File: config.mk
export PLATFORM = sky130hd
export DESIGN_NAME = branch_resolver
export DESIGN_NICKNAME = d
export VERILOG_FILES = /design/src/rtl/branch_resolver_pkg.sv /design/src/rtl/branch_queue.sv /design/src/rtl/branch_resolver.sv
export SDC_FILE = /design/constraint.sdc
export NUM_CORES = 1
export LEC_CHECK = 0
export CORE_MARGIN = 2
export CORE_UTILIZATION = 60
export CTS_BUF_LIST = sky130_fd_sc_hd__clkbuf_4 sky130_fd_sc_hd__clkbuf_8 sky130_fd_sc_hd__clkbuf_16
export CTS_CLUSTER_DIAMETER = 120
export DETAILED_ROUTE_END_ITERATION = 16
export PLACE_DENSITY = 0.95
export SLEW_MARGIN = 20
export SYNTH_ARGS = -nofsm -noshare
export SYNTH_HDL_FRONTEND = slang
export SYNTH_SLANG_ARGS = --single-unit
File: constraint.sdc
create_clock -name clk -period 7.8 [get_ports clk]
set_input_delay 1.56 -clock clk [delete_from_list [all_inputs] [get_ports clk]]
set_output_delay 1.56 -clock clk [all_outputs]
set_load 0.05 [all_outputs]
File: src/rtl/branch_resolver_pkg.sv
// ----------------------------------------------------------------------------
// branch_resolver_pkg
// Shared definitions for the execute-stage branch resolver and its queue.
//   BR_PC_W          width of the PC/target fields held in a queue entry
//   BR_OPCODE_CLASS  branch opcode[5:2] class, shared with the predictor
//   PC_STEP          sequential instruction step used for not-taken redirects
//   br_state_e       resolver FSM state
//   br_entry_t       one recorded prediction {taken, pc, target}
// ----------------------------------------------------------------------------
package branch_resolver_pkg;

   localparam int         BR_PC_W         = 32;
   localparam logic [3:0] BR_OPCODE_CLASS = 4'b0111;
   localparam int         PC_STEP         = 4;

   typedef enum logic {
      ST_RUN   = 1'b0,
      ST_FLUSH = 1'b1
   } br_state_e;

   typedef struct packed {
      logic               taken;
      logic [BR_PC_W-1:0] pc;
      logic [BR_PC_W-1:0] target;
   } br_entry_t;

endpackage

File: src/rtl/branch_queue.sv
// ----------------------------------------------------------------------------
// branch_queue
// In-order FIFO of predicted branches awaiting resolution.
//   clk, rst_n     clock, asynchronous active-low reset
//   i_push         write i_wr_entry at the tail (caller guarantees not full)
//   i_pop          drop the head (caller guarantees not empty)
//   i_clear        empty the queue; dominates push and pop
//   o_head         oldest entry
//   o_count        occupancy, o_full / o_empty derived from it
// DEPTH must be a power of 2 so the pointers wrap by natural overflow.
// ----------------------------------------------------------------------------
module branch_queue
   import branch_resolver_pkg::*;
#(
   parameter  int DEPTH = 4,
   localparam int AW    = $clog2(DEPTH),
   localparam int CW    = $clog2(DEPTH + 1)
) (
   input  logic          clk,
   input  logic          rst_n,
   input  logic          i_push,
   input  logic          i_pop,
   input  logic          i_clear,
   input  br_entry_t     i_wr_entry,
   output br_entry_t     o_head,
   output logic [CW-1:0] o_count,
   output logic          o_full,
   output logic          o_empty
);

   br_entry_t     r_mem [DEPTH];
   logic [AW-1:0] r_wr_ptr;
   logic [AW-1:0] r_rd_ptr;
   logic [CW-1:0] r_count;

   always_ff @(posedge clk or negedge rst_n) begin
      if (!rst_n) begin
         r_wr_ptr <= '0;
         r_rd_ptr <= '0;
         r_count  <= '0;
      end else if (i_clear) begin
         r_wr_ptr <= '0;
         r_rd_ptr <= '0;
         r_count  <= '0;
      end else begin
         if (i_push) r_wr_ptr <= r_wr_ptr + AW'(1);
         if (i_pop)  r_rd_ptr <= r_rd_ptr + AW'(1);
         case ({i_push, i_pop})
            2'b10:   r_count <= r_count + CW'(1);
            2'b01:   r_count <= r_count - CW'(1);
            default: r_count <= r_count;
         endcase
      end
   end

   // Storage needs no reset: nothing is read before it has been written.
   always_ff @(posedge clk) begin
      if (i_push && !i_clear) r_mem[r_wr_ptr] <= i_wr_entry;
   end

   assign o_head  = r_mem[r_rd_ptr];
   assign o_count = r_count;
   assign o_full  = (r_count == CW'(DEPTH));
   assign o_empty = (r_count == '0);

endmodule

File: src/rtl/branch_resolver.sv
// ----------------------------------------------------------------------------
// branch_resolver
// Execute-stage partner of the 2-bit predictor. Records predicted branches,
// resolves the oldest against the actual outcome, flushes and redirects on a
// mispredict, and returns a training update to the predictor.
//   clk, reset            clock, asynchronous active-low reset
//   pred_valid/taken/pc/target, pred_ready   prediction push from fetch
//   res_valid/taken/target                   actual outcome from execute
//   mispredict, redirect_pc, flush           recovery outputs (registered)
//   upd_valid, upd_taken, upd_pc             predictor training (registered)
//   outstanding        queue occupancy
//   mispredict_count   saturating mispredict counter
//   queue_error        sticky: resolution seen with an empty queue
//
//   state    | meaning
//   ---------+-------------------------------------------------------------
//   ST_RUN   | accepting pushes and resolutions
//   ST_FLUSH | flush held for FLUSH_CYCLES cycles; pushes and resolutions
//            | are ignored
//
// PC_W is the width of the package entry fields (BR_PC_W).
// ----------------------------------------------------------------------------
module branch_resolver
   import branch_resolver_pkg::*;
#(
   parameter  int PC_W         = BR_PC_W,
   parameter  int DEPTH        = 4,
   parameter  int FLUSH_CYCLES = 2,
   localparam int CW           = $clog2(DEPTH + 1),
   localparam int FCW          = $clog2(FLUSH_CYCLES + 1)
) (
   input  logic            clk,
   input  logic            reset,
   input  logic            pred_valid,
   input  logic            pred_taken,
   input  logic [PC_W-1:0] pred_pc,
   input  logic [PC_W-1:0] pred_target,
   output logic            pred_ready,
   input  logic            res_valid,
   input  logic            res_taken,
   input  logic [PC_W-1:0] res_target,
   output logic            mispredict,
   output logic [PC_W-1:0] redirect_pc,
   output logic            flush,
   output logic            upd_valid,
   output logic            upd_taken,
   output logic [PC_W-1:0] upd_pc,
   output logic [CW-1:0]   outstanding,
   output logic [15:0]     mispredict_count,
   output logic            queue_error
);

   br_state_e       r_state;
   logic [FCW-1:0]  r_flush_cnt;
   logic            r_flush;
   logic            r_mispredict;
   logic [PC_W-1:0] r_redirect_pc;
   logic            r_upd_valid;
   logic            r_upd_taken;
   logic [PC_W-1:0] r_upd_pc;
   logic [15:0]     r_misp_cnt;
   logic            r_queue_error;

   br_entry_t       w_wr_entry;
   br_entry_t       w_head;
   logic [CW-1:0]   w_count;
   logic            w_full;
   logic            w_empty;
   logic            w_run;
   logic            w_push;
   logic            w_res_run;
   logic            w_pop;
   logic            w_err;
   logic            w_misp;
   logic [PC_W-1:0] w_next_pc;

   assign w_run      = (r_state == ST_RUN);
   // Ready looks only at registered state; a same-cycle pop does not free a slot.
   assign pred_ready = w_run && !w_full;
   assign w_push     = pred_valid && pred_ready;
   assign w_res_run  = res_valid && w_run;
   assign w_pop      = w_res_run && !w_empty;
   assign w_err      = w_res_run && w_empty;

   // A taken branch is also wrong if it went somewhere other than predicted.
   assign w_misp    = w_pop && ((res_taken != w_head.taken) ||
                                (res_taken && (res_target != w_head.target)));
   assign w_next_pc = res_taken ? res_target : (w_head.pc + PC_W'(PC_STEP));

   assign w_wr_entry = '{taken: pred_taken, pc: pred_pc, target: pred_target};

   // A mispredict discards every younger entry, including a same-cycle push.
   branch_queue #(
      .DEPTH      (DEPTH)
   ) u_queue (
      .clk        (clk),
      .rst_n      (reset),
      .i_push     (w_push),
      .i_pop      (w_pop),
      .i_clear    (w_misp),
      .i_wr_entry (w_wr_entry),
      .o_head     (w_head),
      .o_count    (w_count),
      .o_full     (w_full),
      .o_empty    (w_empty)
   );

   always_ff @(posedge clk or negedge reset) begin
      if (!reset) begin
         r_state       <= ST_RUN;
         r_flush_cnt   <= '0;
         r_flush       <= 1'b0;
         r_mispredict  <= 1'b0;
         r_redirect_pc <= '0;
         r_upd_valid   <= 1'b0;
         r_upd_taken   <= 1'b0;
         r_upd_pc      <= '0;
         r_misp_cnt    <= '0;
         r_queue_error <= 1'b0;
      end else begin
         r_mispredict <= w_misp;
         r_upd_valid  <= w_pop;
         if (w_pop) begin
            r_upd_taken <= res_taken;
            r_upd_pc    <= w_head.pc;
         end
         if (w_err) r_queue_error <= 1'b1;

         case (r_state)
            ST_RUN: begin
               if (w_misp) begin
                  r_state       <= ST_FLUSH;
                  r_flush       <= 1'b1;
                  r_flush_cnt   <= FCW'(FLUSH_CYCLES - 1);
                  r_redirect_pc <= w_next_pc;
                  if (r_misp_cnt != 16'hFFFF) r_misp_cnt <= r_misp_cnt + 16'd1;
               end
            end
            ST_FLUSH: begin
               if (r_flush_cnt == '0) begin
                  r_state <= ST_RUN;
                  r_flush <= 1'b0;
               end else begin
                  r_flush_cnt <= r_flush_cnt - FCW'(1);
               end
            end
            default: begin
               r_state <= ST_RUN;
               r_flush <= 1'b0;
            end
         endcase
      end
   end

   assign mispredict       = r_mispredict;
   assign redirect_pc      = r_redirect_pc;
   assign flush            = r_flush;
   assign upd_valid        = r_upd_valid;
   assign upd_taken        = r_upd_taken;
   assign upd_pc           = r_upd_pc;
   assign outstanding      = w_count;
   assign mispredict_count = r_misp_cnt;
   assign queue_error      = r_queue_error;

endmodule

Word level (Yosys, flattened, before mapping)
Memory sizes are Yosys's and may differ from the RTL's.
Cells that the tools add are included.
{ "word_totals": {"regBits": 95, "mem_bits_rw": 260, "input_bits": 102, "out_inout_bits": 89, "wordCells": 70, "mem_count": 1} }
{ "mem_list": {"columns": ["name", "words", "word_bits", "read_ports", "rd_clocked_by_memory_dff", "write_ports", "line_no", "source"], "rows": [
  ["u_queue.r_mem", 4, 65, 1, 0, 1, "branch_queue.sv:31", "br_entry_t r_mem [DEPTH];"]
]} }
{ "classes": {"add_sub_neg": 7, "eq_ne": 9, "muxes": 18, "bitwise_logic": 1, "reduce_logical": 21} }
{ "ops": {"columns": ["operator", "n"], "rows": [
  ["$add 32x3->32 const B", 1],
  ["$mux 32", 1],
  ["$ne 32x32->1", 1],
  ["$add 16x1->16 const B", 1],
  ["$ne 16x16->1 const B", 1],
  ["$mux 2", 6],
  ["$logic_and 1x1->1", 8],
  ["$mux 1", 6],
  ["$pmux 3 s2", 1],
  ["$reduce_and 2->1", 3],
  ["$add 2x1->2 const B", 2],
  ["$ne 2x1->1 const B", 2],
  ["$pmux 1 s2", 2],
  ["$pmux 2 s2", 1],
  ["$reduce_bool 2->1", 2],
  ["$add 3x1->3 const B", 1],
  ["$eq 3x3->1 const B", 1],
  ["$logic_not 1->1", 3],
  ["$logic_not 3->1", 1],
  ["$mux 3", 1],
  ["$reduce_and 3->1", 1],
  ["$reduce_bool 3->1", 1],
  ["$sub 3x1->3 const B", 1],
  ["$eq 2x1->1 const B", 1],
  ["7 further kinds", 7]
]} }

Logic depth before layout (Yosys ltp)
An unclocked memory read counts as a cell.
{ "depth": {"ltp_word": 9, "depth_mapped": 14, "depth_no_buf": 10} }

Modules after synthesis
From an unflattened synthesis, not the netlist that was laid out.
{ "hier_totals": {"hier_cells": 808, "area_unflattened_um2": 14652.8} }
{ "by_module_without_submodules": {"columns": ["mod", "instances", "cells_each", "area_per_inst_um2", "seq_area_each_um2"], "rows": [
  ["branch_queue", 1, 383, 9853.2, 7982.7],
  ["branch_resolver", 1, 425, 4799.6, 2202.1]
]} }

Least setup slack after synthesis
No wires, ideal clock.
{ "synth_path": {"path_type": "input port to flip-flop", "start": "input res_target[5]", "end": "memory u_queue.r_mem[0][0] (netlist name) (enable)", "setup_ns": 0.430, "t_arrival_ns": 4.685, "t_required_ns": 7.370, "setup_slack_ns": 2.685, "cell_stages": 8, "path_buffers": 1, "path_cell_list": "nor2b_1 a221o_1 nor4_1 nand4_1 a2111oi_4 or2_2 clkbuf_1 and3_1"} }
{ "synth_via": {"elab_chain_cells": 8} }
{ "synth_rtl": {"columns": ["element", "line_no", "source"], "rows": [
  ["from (decl)", "branch_resolver.sv:41", "input logic [PC_W-1:0] res_target,"],
  ["$ne 32x32->1", "branch_resolver.sv:87", "(res_taken && (res_target != w_head.target)));"],
  ["$logic_and 1x1->1", "branch_resolver.sv:87", null],
  ["$logic_or 1x1->1", "branch_resolver.sv:86", "assign w_misp = w_pop && ((res_taken != w_head.taken) ||"],
  ["$logic_and 1x1->1", "branch_resolver.sv:86", null],
  ["$logic_not 1->1", "branch_queue.sv:58", "if (i_push && !i_clear) r_mem[r_wr_ptr] <= i_wr_entry;"],
  ["$logic_and 1x1->1", "branch_queue.sv:58", null],
  ["$mux 1", "branch_queue.sv:58", null],
  ["$mux 1 (implied by the code)", "branch_queue.sv:58", null],
  ["to (decl)", "branch_queue.sv:31", null]
]} }
Every way passes these cells.

Final worst setup path
{ "layout_path": {"start": "register u_queue.r_rd_ptr[1]", "end": "memory u_queue.r_mem[2][40] (netlist name) (enable)"} }
{ "layout_via": {"elab_chain_cells": 9, "word_cells_on_any_way": 10, "cone_classes": "eq/ne: 2; mux: 2; reduce/logical: 5; memory: 1"} }
{ "layout_rtl": {"columns": ["element", "line_no", "source"], "rows": [
  ["from (decl)", "branch_queue.sv:33", "logic [AW-1:0] r_rd_ptr;"],
  ["from (signal assigned)", "branch_queue.sv:47", "if (i_pop) r_rd_ptr <= r_rd_ptr + AW'(1);"],
  ["$mem_v2 4x65 (*)", null, null],
  ["$ne 32x32->1", "branch_resolver.sv:87", null],
  ["$logic_and 1x1->1", "branch_resolver.sv:87", null],
  ["$logic_or 1x1->1 (*)", "branch_resolver.sv:86", null],
  ["$logic_and 1x1->1 (*)", "branch_resolver.sv:86", null],
  ["$logic_not 1->1 (*)", "branch_queue.sv:58", null],
  ["$logic_and 1x1->1 (*)", "branch_queue.sv:58", null],
  ["$mux 1 (*)", "branch_queue.sv:58", null],
  ["$mux 1 (implied by the code) (*)", "branch_queue.sv:58", null]
]} }
Mark *: on every way between the ends. The rest lies on a longest branch, timed or not.

==> summary.md <==
| Metric | Value |
|---|---|
| Status | `completed` |
| H-tree depth | `2` |
| Root buf cell | `clkbuf_16` |
| Most area-consuming cells after synthesis | `edfxtp_1, dfrtp_1, mux4_2, mux2_2, xor2_1` |
| Worst path slowest cell | `dfrtp_4` |
| FFs w/ async S/R, synth | `0.268` |
| Initial DRT Pass Iterations | `6` |
| Share of post-route cells with drive strength above 1 | `0.183` |
| Post-Place Worst Slack | `around 2.0 ns` |
| Reg clk slew, reported paths | `0.06 ns` |
| Final WS setup | `roughly 2.3 ns` |
| Initial antenna violation count | `2` |
| Clock Tree Buf Depth | `3` |
| Sequential share of the synthesized area | `0.683` |
| Setup-failing EPs final | `0` |
| CTS tree | `done` |
| Net Count, Synth | `just under 1000` |
| Top cell types by occurrence after synthesis | `edfxtp_1, dfrtp_1, nand2_1` |
| ANT nets after route | `0` |
| Gate Count Post-Synth | `880` |
| Final hold violations | `0` |
| Vias in the first global route | `slightly above 9000` |
| Crit path time final | `5.52 ns` |
| Vias | `a little over 9000` |
| WS Path Type | `register to register` |
| Crit path capture type | `register` |
| Worst slew pin tran | `roughly 1.0 ns` |
| Setup Total Neg Slack | `0 ns` |
| Clk sink count | `approximately 360` |
| Critical Path RT | `between 7 and 8 ns` |
| Period utilization | `0.708` |
| I/O pin count | `around 190` |
| Main flop type after synthesis | `edfxtp_1` |
| Power Density | `slightly below 400 nW/um2` |
| CP Max Fanout | `59` |
| Hold-fix buffers at CTS | `0` |
| Die area | `26100 um2` |
| Drt drc | `0` |
| All-Layer GR Usage | `0.289` |
| Fin util | `0.747` |
| CP startpoint kind | `register` |
| Yosys top cell area share | `0.523` |
| Post-cts gate resize count | `0` |
| P&R area growth vs syn | `22.2%` |
| Nets | `around 1200` |
| Clock skew | `approximately 0.014 ns` |
| Core ar. | `between 20000 and 25000 um2` |
| Inserted Clock Buffers | `36` |
| Post-CTS setup buffers | `0` |
| Count of cell types in the netlist | `slightly below 60` |
| DR vias/cell | `between 6 and 7` |
| Maximum clock frequency | `about 0.18 GHz` |
| RSZ-0062 raised after global routing | `no` |
| Cell mode on critical path | `buf_4` |
| DIE HEIGHT | `between 150 and 200 um` |
| Syn Area/Cell | `16.9 um2` |
| Relative slew slack | `0.334` |
| Pleak | `6.43 nW` |
| Max-Cap Viols | `0` |
| Slew Viols, Final | `0` |
| CP max stage delay | `~1.1 ns` |
| Hold Path Class | `register to register` |
| Detailed placement HPWL | `about 25000 um` |
| Worst path arrival time | `5.67 ns` |
| Gpl congestion | `a little under 0.9` |
| Clock Latency Late Sink | `between 0.5 and 0.6 ns` |
| Cell chain of the critical path | `buf_4 > mux2i_1 > nor3_1 > a2111oi_0 > and4b_1 > nand4_1 > a2111oi_4 > buf_4 > or2_2 > and3_2 > buf_4` |
| Flops & latches, synth | `355` |
| Average wire per standard cell | `about 26 um` |
| Number of synthesized flops with an enable pin | `260` |
| Final wirelength | `roughly 38000 um` |
| Maximum ir drop on the vdd rail | `0.280 mV` |
| Grt total ovfl | `0` |
| Std-Cell Rows | `57` |
| Post-synthesis cell area | `between 10000 and 15000 um2` |
| Starting Density | `0.611` |
| Yosys warns | `0` |
| First-pass GRT wire length | `roughly 56000 um` |
| Post-synth top area cell | `edfxtp_1` |
| Most common cell in the netlist | `edfxtp_1` |
| Die width | `roughly 160 um` |
| Port buffer count | `between 150 and 200` |
| DRT iter0 DRCs | `1257` |
| Largest net degree at the start of global routing | `64` |
==> worst max-delay path, delay by kind of cell, from the launching register on <==
kind                   cells  cell delay, ns
and+or+nand+nor            5            1.55
buffers and inverters      3            1.47
AOI/OAI and AO/OA          2            0.64
DFF                        1            1.07
muxes                      1            0.38
==> sequential cells by signal, indices dropped and copies added, names as in the netlist, 2 cells and up <==
signal and flops:
upd_pc 32, redirect_pc 32, r_flush_cnt 2, u_queue.r_rd_ptr 2
u_queue.r_mem 260, mispredict_count 16, u_queue.o_count 3, u_queue.r_wr_ptr 2
==> cells by family after synthesis <==
group	after synthesis	synth area share
AND/OR/NAND/NOR	164	0.0565
multiplexers	151	0.159
flip-flops	355	0.683
AO/OA/AOI/OAI	75	0.0315
buffers and inverters	57	0.0216
XOR/XNOR	69	0.0405
adder cells (fa/ha/maj)	9	0.00805
==> through the flow <==
stage               instances  area, um2  total power, mW  hold slack [ns]
finish                   1436      18200             7.22            0.485
floorplan                 880      14900             4.64            0.487
detailed placement       1368      17100             5.54            0.469
global route             1435      18200             7.47            0.495
CTS                      1433      18200             7.22            0.482
global placement         1368      17100             5.42            0.451
==> layout make-up <==
class	count	area, um2
Antenna cell	3	7.51
Clock buffer	52	1040
Clock inverter	13	90.1
Fill cell	1367	6170
Inverter	17	65.1
Multi-Input combinational cell	468	4420
Sequential cell	355	10200
Tap cell	324	405
Timing Repair Buffer	204	2000
==> cell usage in the layout (no fill, tap or decap), drive strengths merged, types with 14 or more instances in the layout <==
cell,n
edfxtp,260
clkdlybuf4s50,188
buf,16
nand4,14
mux4,55
xor2,40
mux2i,31
clkbuf,52
xnor2,29
o21ai,47
nand2,55
dfrtp,95
nor2,21
mux2,65
nand3,15
inv,18
==> where the power goes <==
part	leakage [nW]	total [mW]	internal (mW)	switching [mW]
clock	0.567	1.66	0.968	0.695
combinational	2.35	2.77	1.11	1.65
sequential	3.51	2.79	2.46	0.334
==> final timing paths <==
kind,start,end,slack (ns),depth (start not counted)
min reg2reg,queue_error,queue_error,0.48,1
min in group asynchronous,reset,mispredict_count[13],1.05,1
max,u_queue.r_rd_ptr[1],u_queue.r_mem[2][40],2.28,11
max in group asynchronous,reset,redirect_pc[26],5.62,2
min,queue_error,queue_error,0.48,1
max reg2reg,u_queue.r_rd_ptr[1],u_queue.r_mem[2][40],2.28,11
==> routing by layer <==
metal,wire length (um),up-vias,global-route usage,share of wire
met2,18700,631,0.482,0.50
met5,0,-,0,0
met1,13700,4611,0.390,0.37
li1,-,3801,-,-
met4,1260,0,0.0957,0.034
met3,3870,114,0.0592,0.10
Note: power is estimated with default switching activity, not from simulation.
